## src/rtl/ssd_capture_if.sv

```systemverilog
// Scan-bus bundle between the display scanner side and the capture block.
// The scanner side drives seven/segment; the capture side returns the rebuilt frame.
interface ssd_capture_if;
   logic [7:0] seven;
   logic [3:0] segment;
   logic [7:0] disp0;
   logic [7:0] disp1;
   logic [7:0] disp2;
   logic [7:0] disp3;
   logic [3:0] hex0;
   logic [3:0] hex1;
   logic [3:0] hex2;
   logic [3:0] hex3;
   logic [3:0] hex_ok;
   logic       frame_valid;
   logic       frame_strobe;
   logic       scan_err;
   logic       stale;

   modport master (
      output seven, segment,
      input  disp0, disp1, disp2, disp3, hex0, hex1, hex2, hex3, hex_ok,
      input  frame_valid, frame_strobe, scan_err, stale
   );

   modport slave (
      input  seven, segment,
      output disp0, disp1, disp2, disp3, hex0, hex1, hex2, hex3, hex_ok,
      output frame_valid, frame_strobe, scan_err, stale
   );
endinterface

```

## src/rtl/ssd_capture.sv

```systemverilog
// Seven-segment scan-bus receiver: debounces the multiplexed seven/segment pair,
// rebuilds the four digit patterns in order 0..3, decodes them to hex and
// publishes a consistent frame once per scan. Flags stale scans via a timeout.
module ssd_capture #(
   parameter int unsigned STABLE_CYCLES = 4,
   parameter int unsigned FRAME_TIMEOUT = 262144
) (
   input logic            clk,
   input logic            rst_n,
   ssd_capture_if.slave   bus
);

   localparam logic [7:0]  StableM1 = 8'(STABLE_CYCLES - 1);
   localparam logic [23:0] TimeoutW = 24'(FRAME_TIMEOUT);

   typedef enum logic [0:0] {StSync, StCollect} state_e;

   // Returns {match, nibble}; dp is excluded by the caller.
   function automatic logic [4:0] decode(input logic [6:0] pat);
      logic [4:0] r;
      case (pat)
         7'h3F:   r = 5'h10;
         7'h06:   r = 5'h11;
         7'h5B:   r = 5'h12;
         7'h4F:   r = 5'h13;
         7'h66:   r = 5'h14;
         7'h6D:   r = 5'h15;
         7'h7D:   r = 5'h16;
         7'h07:   r = 5'h17;
         7'h7F:   r = 5'h18;
         7'h6F:   r = 5'h19;
         7'h77:   r = 5'h1A;
         7'h7C:   r = 5'h1B;
         7'h39:   r = 5'h1C;
         7'h5E:   r = 5'h1D;
         7'h79:   r = 5'h1E;
         7'h71:   r = 5'h1F;
         default: r = 5'h00;
      endcase
      return r;
   endfunction

   logic [11:0] cur;
   logic [11:0] samp_q;
   logic [7:0]  run_q, run_d;
   logic        same;
   logic        accept;

   state_e      state_q, state_d;
   logic [1:0]  exp_q, exp_d;
   logic [7:0]  shadow_q [4];
   logic [7:0]  shadow_d [4];
   logic [7:0]  frame    [4];
   logic [1:0]  idx;
   logic        onehot;
   logic        publish;
   logic        err;

   logic [7:0]  disp_q [4];
   logic [3:0]  hex_q  [4];
   logic [3:0]  hex_ok_q;
   logic        fv_q, fv_d;
   logic        strobe_q;
   logic        err_q;
   logic        stale_q, stale_d;
   logic [23:0] tmo_q, tmo_d;

   assign cur = {bus.seven, bus.segment};

   // Stability run counter; acceptance fires only on the edge the run reaches STABLE_CYCLES.
   always_comb begin
      same   = (cur == samp_q);
      run_d  = 8'd1;
      accept = 1'b0;
      if (same) begin
         run_d  = (run_q == 8'hFF) ? run_q : run_q + 8'd1;
         accept = (run_q == StableM1);
      end
   end

   // Sample register and run counter.
   always_ff @(posedge clk or negedge rst_n) begin
      if (!rst_n) begin
         samp_q <= '0;
         run_q  <= '0;
      end else begin
         samp_q <= cur;
         run_q  <= run_d;
      end
   end

   // One-hot digit select to index; non-one-hot patterns are flagged separately.
   always_comb begin
      onehot = 1'b1;
      idx    = 2'd0;
      unique case (bus.segment)
         4'b0001: idx = 2'd0;
         4'b0010: idx = 2'd1;
         4'b0100: idx = 2'd2;
         4'b1000: idx = 2'd3;
         default: onehot = 1'b0;
      endcase
   end

   // Frame assembly FSM: next state, shadow updates, publish and error decisions.
   always_comb begin
      state_d  = state_q;
      exp_d    = exp_q;
      shadow_d = shadow_q;
      publish  = 1'b0;
      err      = 1'b0;
      if (accept && (bus.segment != 4'b0000)) begin
         if (!onehot) begin
            err     = 1'b1;
            state_d = StSync;
         end else begin
            unique case (state_q)
               StSync: begin
                  // Mid-scan startup: wait silently for digit 0.
                  if (idx == 2'd0) begin
                     shadow_d[0] = bus.seven;
                     exp_d       = 2'd1;
                     state_d     = StCollect;
                  end
               end
               StCollect: begin
                  if (idx == exp_q) begin
                     shadow_d[idx] = bus.seven;
                     if (idx == 2'd3) begin
                        publish = 1'b1;
                        state_d = StSync;
                     end else begin
                        exp_d = exp_q + 2'd1;
                     end
                  end else if (idx == 2'd0) begin
                     // Early digit 0: restart the frame but still report it.
                     shadow_d[0] = bus.seven;
                     exp_d       = 2'd1;
                     err         = 1'b1;
                  end else begin
                     err     = 1'b1;
                     state_d = StSync;
                  end
               end
               default: state_d = StSync;
            endcase
         end
      end
   end

   // Digit 3 is published straight from the bus so all four land on the same edge.
   always_comb begin
      frame[0] = shadow_q[0];
      frame[1] = shadow_q[1];
      frame[2] = shadow_q[2];
      frame[3] = bus.seven;
   end

   // FSM state, expected index and shadow registers.
   always_ff @(posedge clk or negedge rst_n) begin
      if (!rst_n) begin
         state_q <= StSync;
         exp_q   <= 2'd0;
         for (int k = 0; k < 4; k++) shadow_q[k] <= 8'h00;
      end else begin
         state_q <= state_d;
         exp_q   <= exp_d;
         for (int k = 0; k < 4; k++) shadow_q[k] <= shadow_d[k];
      end
   end

   // Timeout counter and validity flags; publish takes priority over timeout.
   always_comb begin
      tmo_d   = publish ? 24'd0 : ((tmo_q == 24'hFFFFFF) ? tmo_q : tmo_q + 24'd1);
      stale_d = publish ? 1'b0 : ((tmo_d >= TimeoutW) ? 1'b1 : stale_q);
      fv_d    = publish ? 1'b1 : (stale_d ? 1'b0 : fv_q);
   end

   // Published frame, decode results and status pulses.
   always_ff @(posedge clk or negedge rst_n) begin
      if (!rst_n) begin
         for (int k = 0; k < 4; k++) begin
            disp_q[k] <= 8'h00;
            hex_q[k]  <= 4'h0;
         end
         hex_ok_q <= 4'h0;
         fv_q     <= 1'b0;
         strobe_q <= 1'b0;
         err_q    <= 1'b0;
         stale_q  <= 1'b0;
         tmo_q    <= 24'd0;
      end else begin
         strobe_q <= publish;
         err_q    <= err;
         stale_q  <= stale_d;
         fv_q     <= fv_d;
         tmo_q    <= tmo_d;
         if (publish) begin
            for (int k = 0; k < 4; k++) begin
               disp_q[k]                <= frame[k];
               {hex_ok_q[k], hex_q[k]}  <= decode(frame[k][6:0]);
            end
         end
      end
   end

   assign bus.disp0        = disp_q[0];
   assign bus.disp1        = disp_q[1];
   assign bus.disp2        = disp_q[2];
   assign bus.disp3        = disp_q[3];
   assign bus.hex0         = hex_q[0];
   assign bus.hex1         = hex_q[1];
   assign bus.hex2         = hex_q[2];
   assign bus.hex3         = hex_q[3];
   assign bus.hex_ok       = hex_ok_q;
   assign bus.frame_valid  = fv_q;
   assign bus.frame_strobe = strobe_q;
   assign bus.scan_err     = err_q;
   assign bus.stale        = stale_q;

endmodule

```

## src/flat_wrapper.sv

```systemverilog
// flat-port wrapper written by rule: the top's interface ports become plain ports
module ssd_capture_flat 
#(
   parameter int unsigned STABLE_CYCLES = 4,
   parameter int unsigned FRAME_TIMEOUT = 262144
)
  (clk, rst_n, bus_seven, bus_segment, bus_disp0, bus_disp1, bus_disp2, bus_disp3, bus_hex0, bus_hex1, bus_hex2, bus_hex3, bus_hex_ok, bus_frame_valid, bus_frame_strobe, bus_scan_err, bus_stale);
  ssd_capture_if bus_i ();
  input logic clk;
  input logic rst_n;
  input wire logic [$bits(bus_i.seven)-1:0] bus_seven;
  input wire logic [$bits(bus_i.segment)-1:0] bus_segment;
  output wire logic [$bits(bus_i.disp0)-1:0] bus_disp0;
  output wire logic [$bits(bus_i.disp1)-1:0] bus_disp1;
  output wire logic [$bits(bus_i.disp2)-1:0] bus_disp2;
  output wire logic [$bits(bus_i.disp3)-1:0] bus_disp3;
  output wire logic [$bits(bus_i.hex0)-1:0] bus_hex0;
  output wire logic [$bits(bus_i.hex1)-1:0] bus_hex1;
  output wire logic [$bits(bus_i.hex2)-1:0] bus_hex2;
  output wire logic [$bits(bus_i.hex3)-1:0] bus_hex3;
  output wire logic [$bits(bus_i.hex_ok)-1:0] bus_hex_ok;
  output wire logic [$bits(bus_i.frame_valid)-1:0] bus_frame_valid;
  output wire logic [$bits(bus_i.frame_strobe)-1:0] bus_frame_strobe;
  output wire logic [$bits(bus_i.scan_err)-1:0] bus_scan_err;
  output wire logic [$bits(bus_i.stale)-1:0] bus_stale;
  assign bus_i.seven = bus_seven;
  assign bus_i.segment = bus_segment;
  assign bus_disp0 = bus_i.disp0;
  assign bus_disp1 = bus_i.disp1;
  assign bus_disp2 = bus_i.disp2;
  assign bus_disp3 = bus_i.disp3;
  assign bus_hex0 = bus_i.hex0;
  assign bus_hex1 = bus_i.hex1;
  assign bus_hex2 = bus_i.hex2;
  assign bus_hex3 = bus_i.hex3;
  assign bus_hex_ok = bus_i.hex_ok;
  assign bus_frame_valid = bus_i.frame_valid;
  assign bus_frame_strobe = bus_i.frame_strobe;
  assign bus_scan_err = bus_i.scan_err;
  assign bus_stale = bus_i.stale;
  ssd_capture #(.STABLE_CYCLES(STABLE_CYCLES), .FRAME_TIMEOUT(FRAME_TIMEOUT)) u_core (.clk(clk), .rst_n(rst_n), .bus(bus_i));
endmodule
```

## config.mk

```make
export PLATFORM = sky130hd
export DESIGN_NAME = ssd_capture_flat
export DESIGN_NICKNAME = d
export VERILOG_FILES = /design/src/rtl/ssd_capture_if.sv /design/src/rtl/ssd_capture.sv /design/src/flat_wrapper.sv
export SDC_FILE = /design/constraint.sdc
export NUM_CORES = 1
export LEC_CHECK = 0
export BUFFER_PORTS_ARGS = -buffer_cell sky130_fd_sc_hd__buf_2
export CAP_MARGIN = 10
export CORE_MARGIN = 4
export CORE_UTILIZATION = 61
export CTS_BUF_LIST = sky130_fd_sc_hd__clkbuf_4 sky130_fd_sc_hd__clkbuf_8
export CTS_CLUSTER_DIAMETER = 200
export CTS_CLUSTER_SIZE = 28
export DETAILED_ROUTE_END_ITERATION = 7
export GPL_ROUTABILITY_DRIVEN = 0
export PLACE_DENSITY = 0.82
export SYNTH_ARGS = -nofsm -noshare
export SYNTH_HDL_FRONTEND = slang
export SYNTH_SLANG_ARGS = --single-unit
```

## constraint.sdc

```tcl
create_clock -name clk -period 2.8 [get_ports clk]
set_clock_uncertainty 0.15 [all_clocks]
set_input_delay 0.7 -clock clk [delete_from_list [all_inputs] [get_ports clk]]
set_output_delay 0.7 -clock clk [all_outputs]
set_load 0.02 [all_outputs]
```

==> metrics.txt <==
# TYPE chip_impl_metric gauge
chip_impl_info{name="synth.largest_area_cell",value="dfrtp_1"} 1
chip_impl_metric{name="power.share.clock",unit=""} 0.456
chip_impl_metric{name="worst_slew_pin_tran",unit="ns"} 0.652
chip_impl_metric{name="compound_gate_portion_of_the_synthesized_area",unit=""} 0.115
chip_impl_metric{name="grt.total_usage",unit=""} 0.256
chip_impl_metric{name="synthAdderAreaFrac",unit=""} 0.00376
chip_impl_metric{name="syn_nets",unit=""} 678
chip_impl_metric{name="grt_pass1_wl",unit="mm"} 26.3
chip_impl_metric{name="synth_top_area_frac",unit=""} 0.478
chip_impl_metric{name="synth_area_per_cell",unit="µm²"} 10.0
chip_impl_metric{name="final-setup-viol-count",unit=""} 0
chip_impl_metric{name="ys_ff_latch",unit=""} 127
chip_impl_metric{name="netlist_area",unit="µm²"} 6650
chip_impl_metric{name="finalNetCount",unit=""} 758
chip_impl_metric{name="drt_iter0_drc",unit=""} 597
chip_impl_metric{name="wl_per_cell",unit="µm"} 17.3
chip_impl_metric{name="critical_path_arrival",unit="ns"} 2.87
chip_impl_metric{name="synthMuxAreaShare",unit=""} 0.100
chip_impl_info{name="yosys.cell_count.top_type",value="dfrtp_1"} 1
chip_impl_metric{name="max_freq",unit="MHz"} 381
chip_impl_metric{name="cts_inserted_buffers",unit=""} 17
chip_impl_metric{name="slew_violations",unit=""} 0
chip_impl_info{name="cts-root-buf",value="clkbuf_8"} 1
chip_impl_metric{name="final_critical_path_setup_slack",unit="ns"} 0.175
chip_impl_metric{name="synth.yosys.warnings",unit=""} 0
chip_impl_metric{name="cts.sinks",unit=""} 127
chip_impl_metric{name="power_leakage",unit="nW"} 3.61
chip_impl_metric{name="via_count",unit=""} 5515
chip_impl_metric{name="synthDistinctLibCells",unit=""} 62
chip_impl_metric{name="drt-total-wl",unit="mm"} 15.5
chip_impl_info{name="crit_chain",value="nand4_1, nor4_1, a2111oi_2, or3_1, a211oi_1, a21o_1"} 1
chip_impl_metric{name="timing.final.crit_share",unit=""} 0.938
chip_impl_metric{name="tightest_slew_margin_relative_to_the_limit",unit=""} 0.561
chip_impl_metric{name="ctsHtreeMaxLevel",unit=""} 4
chip_impl_metric{name="worst_r2r_path_depth",unit=""} 6
chip_impl_metric{name="io_buffer_count",unit=""} 69
chip_impl_metric{name="synth_cells",unit=""} 662
chip_impl_metric{name="peakVddDrop",unit="V"} 0.000553
chip_impl_info{name="main_combinational_cell_family_by_area_after_synthesis",value="simple AND/OR/NAND/NOR gates"} 1
chip_impl_metric{name="internal_power",unit="mW"} 2.85
chip_impl_metric{name="power_frac_comb",unit=""} 0.042
chip_impl_metric{name="final_period_minus_worst_setup_slack",unit="ns"} 2.63
chip_impl_metric{name="cpPeakStageDelay",unit="ns"} 0.65
chip_impl_metric{name="drt_pre_antenna_iters",unit=""} 5
chip_impl_metric{name="dp_cell_count",unit=""} 859
chip_impl_info{name="synth.top_cells.by_area",value="dfrtp_1, mux2_1, xor2_1"} 1
chip_impl_metric{name="die_width",unit="µm"} 112
chip_impl_metric{name="max_cap_violations",unit=""} 0
chip_impl_metric{name="worst_hold_slack",unit="ns"} 0.0654
chip_impl_metric{name="ant_nets",unit=""} 0
chip_impl_metric{name="seq_power_share",unit=""} 0.502
chip_impl_info{name="rsz0062_at_grt",value="no"} 1
chip_impl_metric{name="die_area",unit="µm²"} 12600
chip_impl_metric{name="grt_antenna_before_repair",unit=""} 0
chip_impl_metric{name="worstPathMaxFanout",unit=""} 6
chip_impl_info{name="crit_family",value="simple AND/OR/NAND/NOR gates"} 1
chip_impl_metric{name="clock_insertion_delay_worst_skew",unit="ns"} 0.46
chip_impl_metric{name="io-pin-count",unit=""} 70
chip_impl_metric{name="cp_data_required_time",unit="ns"} 3.05
chip_impl_info{name="tritoncts",value="done"} 1
chip_impl_metric{name="p_r_area_growth_vs_syn",unit="%"} 17.9
chip_impl_metric{name="p_sw",unit="mW"} 0.832
chip_impl_info{name="critical-path-slowest-cell",value="nor4_1"} 1
chip_impl_metric{name="fp-row-count",unit=""} 37
chip_impl_info{name="synth.cells.most_frequent",value="dfrtp_1, nor2_1, clkbuf_1"} 1
chip_impl_metric{name="postSynth.asyncResetShare",unit=""} 1.00
chip_impl_metric{name="placement.setup.worst_slack",unit="ns"} -0.236
chip_impl_metric{name="place_hpwl",unit="mm"} 10.6
chip_impl_metric{name="grt_remaining_overflow",unit=""} 0
chip_impl_metric{name="first_global_vias",unit=""} 5456
chip_impl_metric{name="post_synth_and_or_nand_nor_area_fraction",unit=""} 0.216
chip_impl_info{name="timing_worst_setup_path_type",value="reg2reg"} 1
chip_impl_metric{name="hold_violations",unit=""} 0
chip_impl_info{name="critical_path_startpoint_category",value="register"} 1
chip_impl_metric{name="dpl-instance-area",unit="µm²"} 7410
chip_impl_metric{name="synth_xor_area_frac",unit=""} 0.0514
chip_impl_info{name="cp-end-kind",value="register"} 1
chip_impl_metric{name="post_route_cells_drive_above_1_share",unit=""} 0.262
chip_impl_metric{name="fin_setup_tns",unit="ns"} 0
chip_impl_metric{name="stdcell_count",unit=""} 891
chip_impl_metric{name="coreArea",unit="µm²"} 10500
chip_impl_metric{name="cp.depth",unit=""} 6
chip_impl_info{name="status",value="finished clean"} 1
chip_impl_metric{name="grt_max_degree",unit=""} 51
chip_impl_metric{name="finalInstanceArea",unit="µm²"} 7840
chip_impl_metric{name="power_per_cell_area",unit="nW/µm²"} 469
chip_impl_metric{name="start_util",unit=""} 0.636
chip_impl_metric{name="timing.critical_path.buf_inv",unit=""} 0
chip_impl_metric{name="num_antenna_cells",unit=""} 0
chip_impl_metric{name="die-height",unit="µm"} 112
chip_impl_metric{name="drc",unit=""} 0
chip_impl_metric{name="fin_util",unit=""} 0.749
chip_impl_info{name="synth_top_flop_cell",value="dfrtp_1"} 1
chip_impl_metric{name="sequential_share_of_the_synthesized_area",unit=""} 0.478
chip_impl_metric{name="synth-edff-count",unit=""} 0
chip_impl_metric{name="p_sw_frac",unit=""} 0.226
chip_impl_metric{name="cts.reportedPaths.clkPinSlew",unit="ns"} 0.07
chip_impl_metric{name="maximum_count_of_clock_buffers_along_a_single_path",unit=""} 2
chip_impl_metric{name="detail_route.vias_per_cell",unit=""} 6.19
chip_impl_info{name="timing.hold.worst.class",value="in2async"} 1
chip_impl_metric{name="total_power",unit="mW"} 3.68
[power by group through the flow]
stage / Clock [mW] / Sequential [mW] / Combinational, mW
final: 1.68 / 1.85 / 0.154
after global routing: 1.79 / 1.85 / 0.171
after CTS: 1.71 / 1.85 / 0.155
after detailed placement: 0 / 1.88 / 0.153
after global placement: 0 / 1.88 / 0.147
after floorplan: 0 / 1.88 / 0.0639
[cells by family after synthesis]
logic type | after synthesis
AND/OR/NAND/NOR | 263
XOR/XNOR | 39
buffers and inverters | 57
AO/OA/AOI/OAI | 114
multiplexers | 60
flip-flops | 127
adder cells (fa/ha/maj) | 2
[final cells by class]
| cell class | instances | area (µm²) |
|---|---|---|
| multi-input cells | 478 | 3340 |
| flip-flops and latches | 127 | 3180 |
| fillers | 737 | 2620 |
| repair buffers | 112 | 708 |
| clock buffers | 21 | 283 |
| well taps | 136 | 170 |
| clock inverters | 11 | 138 |
| inverters | 6 | 22.5 |
[path summary, 6_finish.rpt]
check,start,to,slack [ns]
setup / recovery,u_core.tmo_q[12],u_core.bus.frame_valid,0.17
hold / removal,rst_n,u_core.tmo_q[22],0.07
setup reg to reg,u_core.tmo_q[12],u_core.bus.frame_valid,0.17
hold reg to reg,u_core.bus.disp2[3],u_core.bus.disp2[3],0.34
max in group asynchronous,rst_n,u_core.samp_q[9],1.80
min in group clk,bus_segment[0],u_core.samp_q[0],0.27
[placed cells by master (no fill, tap or decap), types with 9 or more instances in the layout]
cell	count
a21oi_1	35
buf_4	41
nor3_1	19
and3_1	10
mux2_4	16
nand2b_1	9
dfrtp_1	127
nor4_1	13
nand4_1	22
xor2_1	31
clkbuf_8	20
mux2_2	24
nand3_1	20
nand2_1	36
or3_1	11
nor2_1	65
mux2_1	14
o21ai_0	18
buf_2	68
[metal layers]
layer,wire (µm),global-route usage,up-vias,share of wire
li1,-,-,2582,-
met2,7610,0.406,196,0.49
met4,340,0.111,0,0.022
met1,6660,0.341,2707,0.43
met5,0,0,-,0
met3,841,0.0550,30,0.054
[registers in the layout, summed over array words and instances (netlist names), 8 cells and up]
name and count:
u_core.bus.disp0 8, u_core.bus.disp1 8, u_core.bus.disp2 8, u_core.bus.disp3 8
u_core.frame 24, u_core.run_q 8, u_core.samp_q 12, u_core.tmo_q 24
[worst reg2reg max path: cells and delay by family (launching register included)]
kind             cells  cell delay [ns]
AND/OR/NAND/NOR      3             1.26
AO/OA/AOI/OAI        3             0.73
flip-flops           1             0.42
[repair_timing]
action,4_1_cts,5_1_grt
setup buffers,0,0
endpoints found under the setup margin,0,5
resized for setup,0,2
hold buffers,0,0
Power figures use the tool's default switching activity.
